$ cat config.mk
export PLATFORM = sky130hd
export DESIGN_NAME = load_store_unit
export DESIGN_NICKNAME = d
export VERILOG_FILES = /design/src/rtl/load_store_unit.sv
export SDC_FILE = /design/constraint.sdc
export NUM_CORES = 1
export LEC_CHECK = 0
export ABC_AREA = 0
export ABC_CLOCK_PERIOD_IN_PS = 12350
export BUFFER_PORTS_ARGS = -buffer_cell sky130_fd_sc_hd__buf_2
export CAP_MARGIN = 10
export CORE_MARGIN = 2
export CORE_UTILIZATION = 32
export DETAILED_ROUTE_END_ITERATION = 12
export HOLD_SLACK_MARGIN = 0.08
export PLACE_DENSITY_LB_ADDON = 0.2
export SYNTH_ARGS = -nofsm -noshare
export SYNTH_HDL_FRONTEND = slang
export SYNTH_SLANG_ARGS = --single-unit
$ cat constraint.sdc
create_clock -name clk -period 12.35 [get_ports clk]
set_input_delay 1.235 -clock clk [delete_from_list [all_inputs] [get_ports clk]]
set_output_delay 1.235 -clock clk [all_outputs]
set_load 0.05 [all_outputs]
$ cat src/rtl/load_store_unit.sv
// Load/store unit: sequences byte/half/word/double accesses to a doubleword data memory,
// doing read-modify-write for sub-doubleword stores and extending load results.
//   state  | meaning
//   IDLE   | ready for a request
//   ACCESS | memory read of addressed doubleword into read buffer
//   WRITE  | one-cycle write of merged doubleword
//   RESP   | one-cycle completion pulse
module load_store_unit #(
  parameter int BITS  = 64,
  parameter int DEPTH = 32
) (
  input  logic                     clk,
  input  logic                     reset,
  input  logic                     req_valid,
  output logic                     req_ready,
  input  logic                     req_we,
  input  logic [2:0]               req_funct3,
  input  logic [BITS-1:0]          req_addr,
  input  logic [BITS-1:0]          req_wdata,
  output logic                     resp_valid,
  output logic [BITS-1:0]          resp_rdata,
  output logic                     resp_err,
  output logic [$clog2(DEPTH)-1:0] mem_endr,
  output logic                     mem_we,
  output logic [BITS-1:0]          mem_din,
  input  logic [BITS-1:0]          mem_dout
);

  localparam int IW = $clog2(DEPTH);
  localparam int AW = IW + 3;

  typedef enum logic [1:0] {IDLE, ACCESS, WRITE, RESP} state_t;

  state_t state, state_nxt;

  logic            we_q;
  logic [2:0]      f3_q;
  logic [AW-1:0]   addr_q;
  logic [BITS-1:0] wdata_q;
  logic            err_q;
  logic [BITS-1:0] rbuf;

  logic            misalign, illegal, accept;
  logic [5:0]      shamt;
  logic [BITS-1:0] smask, wmask, merged, shifted, load_data;

  // Address bits above the memory window wrap and are deliberately dropped.
  logic unused_addr;
  assign unused_addr = ^req_addr[BITS-1:AW];

  always_comb begin
    misalign = 1'b0;
    case (req_funct3[1:0])
      2'd1:    misalign = req_addr[0];
      2'd2:    misalign = |req_addr[1:0];
      2'd3:    misalign = |req_addr[2:0];
      default: misalign = 1'b0;
    endcase
    illegal = (req_funct3 == 3'b111) | (req_we & req_funct3[2]) | misalign;
  end

  assign accept   = req_valid && req_ready;
  assign mem_endr = addr_q[AW-1:3];
  assign shamt    = {addr_q[2:0], 3'b000};

  always_ff @(posedge clk or posedge reset) begin
    if (reset) begin
      we_q    <= 1'b0;
      f3_q    <= 3'b000;
      addr_q  <= '0;
      wdata_q <= '0;
      err_q   <= 1'b0;
      rbuf    <= '0;
    end else begin
      if (accept) begin
        we_q    <= req_we;
        f3_q    <= req_funct3;
        addr_q  <= req_addr[AW-1:0];
        wdata_q <= req_wdata;
        err_q   <= illegal;
      end
      if (state == ACCESS) rbuf <= mem_dout;
    end
  end

  always_comb begin
    smask = '1;
    case (f3_q[1:0])
      2'd0:    smask = {{(BITS-8){1'b0}}, 8'hFF};
      2'd1:    smask = {{(BITS-16){1'b0}}, 16'hFFFF};
      2'd2:    smask = {{(BITS-32){1'b0}}, 32'hFFFF_FFFF};
      default: smask = '1;
    endcase
    wmask   = smask << shamt;
    merged  = (rbuf & ~wmask) | ((wdata_q << shamt) & wmask);
    shifted = rbuf >> shamt;
    case (f3_q)
      3'b000:  load_data = {{(BITS-8){shifted[7]}}, shifted[7:0]};
      3'b001:  load_data = {{(BITS-16){shifted[15]}}, shifted[15:0]};
      3'b010:  load_data = {{(BITS-32){shifted[31]}}, shifted[31:0]};
      3'b100:  load_data = {{(BITS-8){1'b0}}, shifted[7:0]};
      3'b101:  load_data = {{(BITS-16){1'b0}}, shifted[15:0]};
      3'b110:  load_data = {{(BITS-32){1'b0}}, shifted[31:0]};
      default: load_data = shifted;
    endcase
  end

  always_ff @(posedge clk or posedge reset) begin
    if (reset) state <= IDLE;
    else       state <= state_nxt;
  end

  always_comb begin
    state_nxt  = state;
    req_ready  = 1'b0;
    mem_we     = 1'b0;
    mem_din    = '0;
    resp_valid = 1'b0;
    resp_err   = 1'b0;
    resp_rdata = '0;
    case (state)
      IDLE: begin
        req_ready = 1'b1;
        if (req_valid) state_nxt = illegal ? RESP : ACCESS;
      end
      ACCESS: state_nxt = we_q ? WRITE : RESP;
      WRITE: begin
        mem_we    = 1'b1;
        mem_din   = merged;
        state_nxt = RESP;
      end
      RESP: begin
        resp_valid = 1'b1;
        resp_err   = err_q;
        if (!we_q && !err_q) resp_rdata = load_data;
        state_nxt  = IDLE;
      end
      default: state_nxt = IDLE;
    endcase
  end

endmodule

; ---- After elaboration in Yosys (flattened, before gate mapping)
; Index checks and enable logic that the tools add are counted.
[word_totals]
mem_bits_ro = 0
input_bits = 199
latch_bits = 0
register_bits = 143
memories = 0
ramBits = 0
output_inout_bits = 137
[op_classes]
reduce_logical = 9
n_div = 0
n_mul = 0
bitwise_logic = 7
mux = 14
n_addsub = 0
shift = 3
order_cmp = 0
eq_ne = 15
[op_table]
columns = operator, count
row1 = one-hot mux 64 bit (6 select lines), 1
row2 = two-way mux 64 bit, 3
row3 = one-hot mux 64 bit (3 select lines), 1
row4 = AND 64 bit, 2
row5 = left shift 64 x 6 -> 64 bit, 2
row6 = NOT 64 bit, 1
row7 = OR 64 bit, 1
row8 = >> shifter 64 x 6 -> 64 bit, 1
row9 = equality test 3 bit (second input constant), 4
row10 = equality test 2 bit (second input constant), 5
row11 = one-hot mux 2 bit (4 select lines), 1
row12 = equality test 2 x 1 -> 1 bit (second input constant), 3
row13 = two-way mux 1 bit, 5
row14 = logical NOT 2 bit, 2
row15 = two-way mux 2 bit, 2
row16 = equality test 3 x 1 -> 1 bit (second input constant), 1
row17 = equality test 3 x 2 -> 1 bit (second input constant), 1
row18 = logical NOT 3 bit, 1
row19 = one-hot mux 1 bit (3 select lines), 1
row20 = OR reduction 3 bit, 1
row21 = logical AND 1 bit, 2
row22 = logical NOT 1 bit, 2
row23 = inequality test 2 bit (second input constant), 1
row24 = OR 1 bit, 2
row25 = 2 further kinds, 2

; ---- Depth between registers and ports, before layout
; Gate-level depths: netlist (run 1).
[logic_depth]
word_depth = 7
mapped_depth = 9
mapped_depth_nobuf = 6

; ---- Least setup slack after synthesis (run 1)
; Ideal clock, no wire load.
[synth_path]
path_type = flip-flop to output port
startpoint = reg state[0]
endpoint = out mem_din[58]
setup_slack_ps = 8229
n_path_buf = 3
required_time_ps = 11115
path_stages_with_launch = 8
arrival_ps = 2886
cell_sequence = dfrtp_1 inv_1 ha_1 clkbuf_1 inv_1 clkbuf_1 clkbuf_1 a211oi_1
[synth_between]
elab_chain_len = 2
[synth_rtl]
columns = item, line
row1 = start: declaration, 34  ; state_t state, state_nxt;
row2 = start signal: assignment, 110  ; else state <= state_nxt;
row3 = equality test 2 bit, 121  ; case (state)
row4 = two-way mux 64 bit, 121
row5 = end: declaration, 25  ; output logic [BITS-1:0] mem_din,
; No other way between the ends.

; ---- Final worst setup path (run 1)
[layout_path]
startpoint = reg addr_q[0]
endpoint = out mem_din[57]
[layout_between]
elab_chain_len = 5
word_cells_on_any_way = 7
classes_between = 2 x shift / 1 x mux / 4 x bitwise
[layout_rtl]
columns = item, line
row1 = start: declaration, 38  ; logic [AW-1:0] addr_q;
row2 = start signal: assignment, 78  ; addr_q <= req_addr[AW-1:0];
row3 = left shift 64 x 6 -> 64 bit, 94  ; wmask = smask << shamt;
row4 = NOT 64 bit, 95  ; merged = (rbuf & ~wmask) | ((wdata_q << shamt) & wmask);
row5 = AND 64 bit, 95
row6 = OR 64 bit *, 95
row7 = two-way mux 64 bit *, 121
; Every way passes the cells marked *; elsewhere a longest branch is shown, timed or not.

==> impl_metrics.ini, run 1 <==
[status]
status = finished clean

[timing]
hold_viol = 0
finalClockSkew_ns = 0.01085
slew_viol_final = 0
rsz0062_at_grt = false
finalSetupTns_ns = 0
min_period_ns = 5.733
tightest_slew_ns = 1.122
relSlewSlack = 0.2504
final-setup-viol-count = 0
fin_crit_sh = 0.4642
fmax_ghz = 0.1744

[setup_path]
end_kind = primary output
crit_start = addr_q[0]$_DFFE_PP0P_
cp_max_fo = 57
path_cells = buf_4, buf_4, o21ai_1, a22oi_2, nor2_1, a211oi_1, buf_2
path_common_cell = buf_4
critPathKind = reg -> out
crit_arrival_ns = 4.50
worst-path-buf-inv = 3
r2r-start = state[0]$_DFFE_PP0P_
slowest_delay_ns = 0.84
start_kind = flop
required_ns = 11.11
cp_slowest_cell = a22oi_2
path_delay_family = buffers and inverters

[worst_hold_path]
min_from = addr_q[6]$_DFFE_PP0P_
hold_class = reg -> reg

[route]
num_vias = 9168
met2_length_um = 18650
highest_layer = met5
met1Wirelength_um = 18630
drtPass1Iterations = 5
drt_iter0_drc = 765
routed_wl_um = 41510
wire_per_inst_um = 24.68
vias_per_cell = 5.451
wl_met3_um = 3138
ant_nets = 0
drc = 0

[clocking]
clk_transition_reported_paths_ns = 0.06
tritoncts = done
ctsRootBufferMaster = clkbuf_16
ctsHoldBuffers = 0
postCtsSetupBuffers = 0
insertion_delay_ns = 0.45
cts_buffer_depth = 2
post_cts_resized = 0
cts_sinks = 143
numCtsBuffers = 17
ctsHtreeMaxLevel = 4

[finish]
nNetsFinal = 1430
syn2layout_area_growth_pct = 20.20
drive_above_1_share = 0.4589
layout_common_cells = buf_2 (279), mux2_2 (171), dfrtp_1 (140), nor2_1 (134), mux2i_1 (86)
final_area_um2 = 12610
num_antenna_cells = 0
layout_commonest_cell = buf_2

[grt]
grt_pass1_vias = 8885
grt_pass1_wl_um = 59600
antenna_found_initial = 2
grt_usage = 0.2417
grt_max_degree = 77
overflow = 0

[yosys]
synth_fp_nets = 1215
yosysSeqAreaShare = 0.3410
synth_cells = 1012
synth_area_um2 = 10490
synth-seq-cells = 143
synth.distinct_cells = 57
yosysWarnings = 0
syn-mean-instance-area_um2 = 10.37

[placed_design]
portBuffers = 279
dpl.hpwl_um = 30660
place_congestion = 0.8731
place_area_um2 = 12000

[floorplan]
dieArea_um2 = 34250
fp-row-count = 66
start_util = 0.3233
die_y_um = 185.1
core_area_um2 = 32450
pin_count = 336
die_x_um = 185.1

[job]
drv_cap = 0
-- layer usage --
layer,vias up,track usage
met5,-,0
met4,4,0.08444
met3,51,0.06095
met2,398,0.3691
met1,4567,0.3318
li1,4148,-
-- state kept, by name (all words and copies together) (netlist names) --
| register | count |
|---|---|
| err_q | 1 |
| f3_q | 3 |
| wdata_q | 64 |
| state | 2 |
| addr_q | 8 |
| we_q | 1 |
| rbuf | 64 |
-- per-stage QoR --
step                      utilization  hold slack (ns)  setup slack, ns  instances
final                          0.3886           0.5042            6.617       1682
after global routing           0.3886           0.5219            6.383       1682
after CTS                      0.3886           0.5078            6.539       1682
after detailed placement       0.3698           0.4923            7.031       1650
after global placement         0.3698           0.4853            7.055       1650
after floorplan                     -           0.4747            7.277       1012
-- cells in the mapped netlist, drive strengths merged --
cell	n	share of area
and4b	2	0.0019
a41o	1	0.00095
inv	15	0.0054
o2bb2ai	8	0.0067
o211ai	6	0.0043
or3b	1	0.00083
and2	2	0.0012
dfrtp	143	0.34
a211o	1	0.00083
o22ai	8	0.0048
clkbuf	34	0.012
nor3	7	0.0038
nand3	2	0.00095
buf	63	0.043
o21a	7	0.0051
mux2i	86	0.082
a2bb2oi	11	0.0092
a21oi	93	0.049
o211a	7	0.0067
a211oi	41	0.033
a22o	6	0.0050
a221oi	1	0.0025
a311oi	5	0.0042
nor2	136	0.050
o311ai	3	0.0025
o21ai	11	0.0056
ha	4	0.0048
nand2b	1	0.00060
a21o	2	0.0014
nor3b	2	0.0019
mux2	174	0.19
o221ai	1	0.00083
a31oi	1	0.00060
nor2b	8	0.0048
mux4	39	0.084
a22oi	6	0.0048
nand2	72	0.026
or2	2	0.0012
-- worst paths after layout --
check                                     endpoint  slack, ns  depth (start not counted)
setup / recovery                       mem_din[57]       6.62                          7
hold / removal               addr_q[6]$_DFFE_PP0P_       0.50                          1
setup reg to reg           wdata_q[12]$_DFFE_PP0P_      10.08                          5
hold reg to reg              addr_q[6]$_DFFE_PP0P_       0.50                          1
max in group asynchronous     rbuf[19]$_DFFE_PP0N_       9.99                          3
min in group asynchronous    addr_q[5]$_DFFE_PP0P_       0.88                          2
-- cells by family (layout without fill, tap and decap cells) --
| kind of cell | count (synthesis) | count (layout) | share of synthesized area |
|---|---|---|---|
| buffers and inverters | 112 | 340 | 0.06082 |
| flip-flops | 143 | 143 | 0.3410 |
| AO/OA/AOI/OAI | 219 | 219 | 0.1476 |
| multiplexers | 299 | 299 | 0.3525 |
| adder cells (fa/ha/maj) | 4 | 4 | 0.004770 |
| AND/OR/NAND/NOR | 235 | 235 | 0.09325 |
-- cell type report --
type | count | area, um2
Tap cell | 442 | 553.0
Sequential cell | 143 | 3587
Inverter | 15 | 61.31
Timing Repair Buffer | 293 | 1501
Multi-Input combinational cell | 757 | 6299
Fill cell | 3324 | 19840
Clock inverter | 14 | 171.4
Clock buffer | 18 | 439.2
-- worst reg2reg max path, delay by kind of cell, from the launching register on --
kind,cells,cell delay (ns)
muxes,1,0.49
and+or+nand+nor,1,0.12
DFF,1,0.42
buffers and inverters,2,0.85
adders and majority gates,1,0.28
Power of run 1 is left out: the tool's default activity adds up to more than one toggle a clock period on the data nets, which glitch-free logic cannot reach.
==> run 2: changes to the inputs <==
Settings changed: ABC_CLOCK_PERIOD_IN_PS 12350 to 5500.
Clock period 12.35 ns to 5.5 ns, I/O delays scaled along.
==> run 2 against run 1 <==
  * Count of clock-buffer cells in the layout grew 3
  * Wire length about the same
  * Register-to-register slack worse by 6.9 ns
  * Worst hold slack lost 0.21 ns
  * Die area stayed put
  * Sequential share of layout area shrank 0.073 points
  * Largest cell class unchanged
==> impl_metrics.ini, run 2 (same netlist as run 1, synthesis figures left out) <==
[status]
status = finished clean

[finish]
fill_cells = 3349
multi_input_area_um2 = 6299
layout_commonest_cell = buf_2
num_antenna_cells = 0
drive_above_1_share = 0.4581
seq_area_um2 = 3587
syn2layout_area_growth_pct = 20.51
final_area_um2 = 12640
nNetsFinal = 1432
largestRegisters = rbuf: 64 flops, wdata_q: 64 flops, addr_q: 8 flops
layout_common_cells = buf_2 (279), mux2_2 (171), dfrtp_1 (140), nor2_1 (134), mux2i_1 (86)

[setup_path]
crit_end = mem_din[32]
path_depth = 7
ff2ff_setup_slack_ns = 3.16
timing.rr.end = rbuf[26]$_DFFE_PP0N_
end_kind = primary output
start_kind = flop
slowest_delay_ns = 1.03
cp_slowest_cell = dfrtp_2
crit_arrival_ns = 3.66
path_delay_family = flip-flops
crit_start = addr_q[2]$_DFFE_PP0P_
path_cells = buf_4, nor2b_1, a22o_1, a211o_1, mux2i_1, a21oi_1, buf_2
critPathKind = reg -> out
r2r-start = state[1]$_DFFE_PP0P_
cp_max_fo = 46
required_ns = 4.95
worst-path-buf-inv = 2
rr_worst_depth = 4

[floorplan]
die_y_um = 185.1
core_area_um2 = 32450
dieArea_um2 = 34250
fp-row-count = 66
die_x_um = 185.1
pin_count = 336
start_util = 0.3233

[timing]
slew_viol_final = 0
relSlewSlack = 0.2777
fin_crit_sh = 0.7650
rsz0062_at_grt = false
tightest_slew_ns = 1.081
finalSetupTns_ns = 0
min_period_ns = 4.207
hold_viol = 0
fmax_ghz = 0.2377
finalClockSkew_ns = 0.01024
final-setup-viol-count = 0

[grt]
overflow = 0
grt_usage = 0.2425
antenna_found_initial = 0
grt_pass1_vias = 8954
grt_pass1_wl_um = 59780
grt_max_degree = 103

[route]
num_vias = 9234
ant_nets = 0
drtPass1Iterations = 4
wire_per_inst_um = 24.64
vias_per_cell = 5.483
drc = 0
drt_iter0_drc = 772
routed_wl_um = 41490

[clocking]
cts_buffer_depth = 2
ctsRootBufferMaster = clkbuf_16
ctsHoldBuffers = 0
numCtsBuffers = 17
ctsHtreeMaxLevel = 4
cts_sinks = 143
post_cts_resized = 0
postCtsSetupBuffers = 0
tritoncts = done
insertion_delay_ns = 0.44
clk_transition_reported_paths_ns = 0.07

[placed_design]
dpl.hpwl_um = 30900
portBuffers = 279
place_congestion = 0.8880
place_area_um2 = 12030

[job]
drv_cap = 0

[worst_hold_path]
hold_class = in -> async
==> run 2: cell count changes in the layout (fill, tap and decap cells not counted), sizes merged <==
cell      previous run  this run
bufinv               2         3
buf                293       295
clkbuf              18        21
clkinv               4         7
clkinvlp             2         1
inv                 21        15
==> run 2: area by class of cell <==
type | instances | area share
Inverter | 15 | 0.004849
Sequential cell | 143 | 0.2837
Timing Repair Buffer | 295 | 0.1209
Multi-Input combinational cell | 757 | 0.4981
Tap cell | 442 | 0.04374
Clock buffer | 21 | 0.03641
Clock inverter | 11 | 0.01227
==> run 2: per-stage QoR <==
| stage | setup slack [ns] | hold WS [ns] | cells | utilization |
|---|---|---|---|---|
| finish | 1.293 | 0.2921 | 1684 | 0.3896 |
| CTS | 1.308 | 0.3215 | 1684 | 0.3896 |
| floorplan | 1.112 | 0.4747 | 1012 | - |
| global route | 1.174 | 0.3242 | 1684 | 0.3896 |
| detailed placement | 1.788 | 0.4887 | 1652 | 0.3707 |
| global placement | 1.766 | 0.4847 | 1652 | 0.3707 |
==> run 2: per-layer routing <==
layer | share of wire | vias up | wire (um) | GRT usage
met3 | 0.081 | 66 | 3349 | 0.06233
li1 | - | 4163 | - | -
met4 | 0.034 | 0 | 1417 | 0.09270
met5 | 0 | - | 0 | 0
met1 | 0.44 | 4596 | 18390 | 0.3330
met2 | 0.44 | 409 | 18330 | 0.3658
==> run 2: worst min path at each step <==
stage	slack (ns)	endpoint	cells past startpoint	startpoint
floorplan	0.47	wdata_q[56]$_DFFE_PP0P_	1	wdata_q[56]$_DFFE_PP0P_
global placement	0.48	addr_q[3]$_DFFE_PP0P_	1	addr_q[3]$_DFFE_PP0P_
detailed placement	0.49	addr_q[5]$_DFFE_PP0P_	1	addr_q[5]$_DFFE_PP0P_
CTS	0.32	rbuf[38]$_DFFE_PP0N_	2	mem_dout[38]
global route	0.32	rbuf[38]$_DFFE_PP0N_	2	mem_dout[38]
finish	0.29	wdata_q[55]$_DFFE_PP0P_	2	reset
Power of run 2 is left out for the same reason.
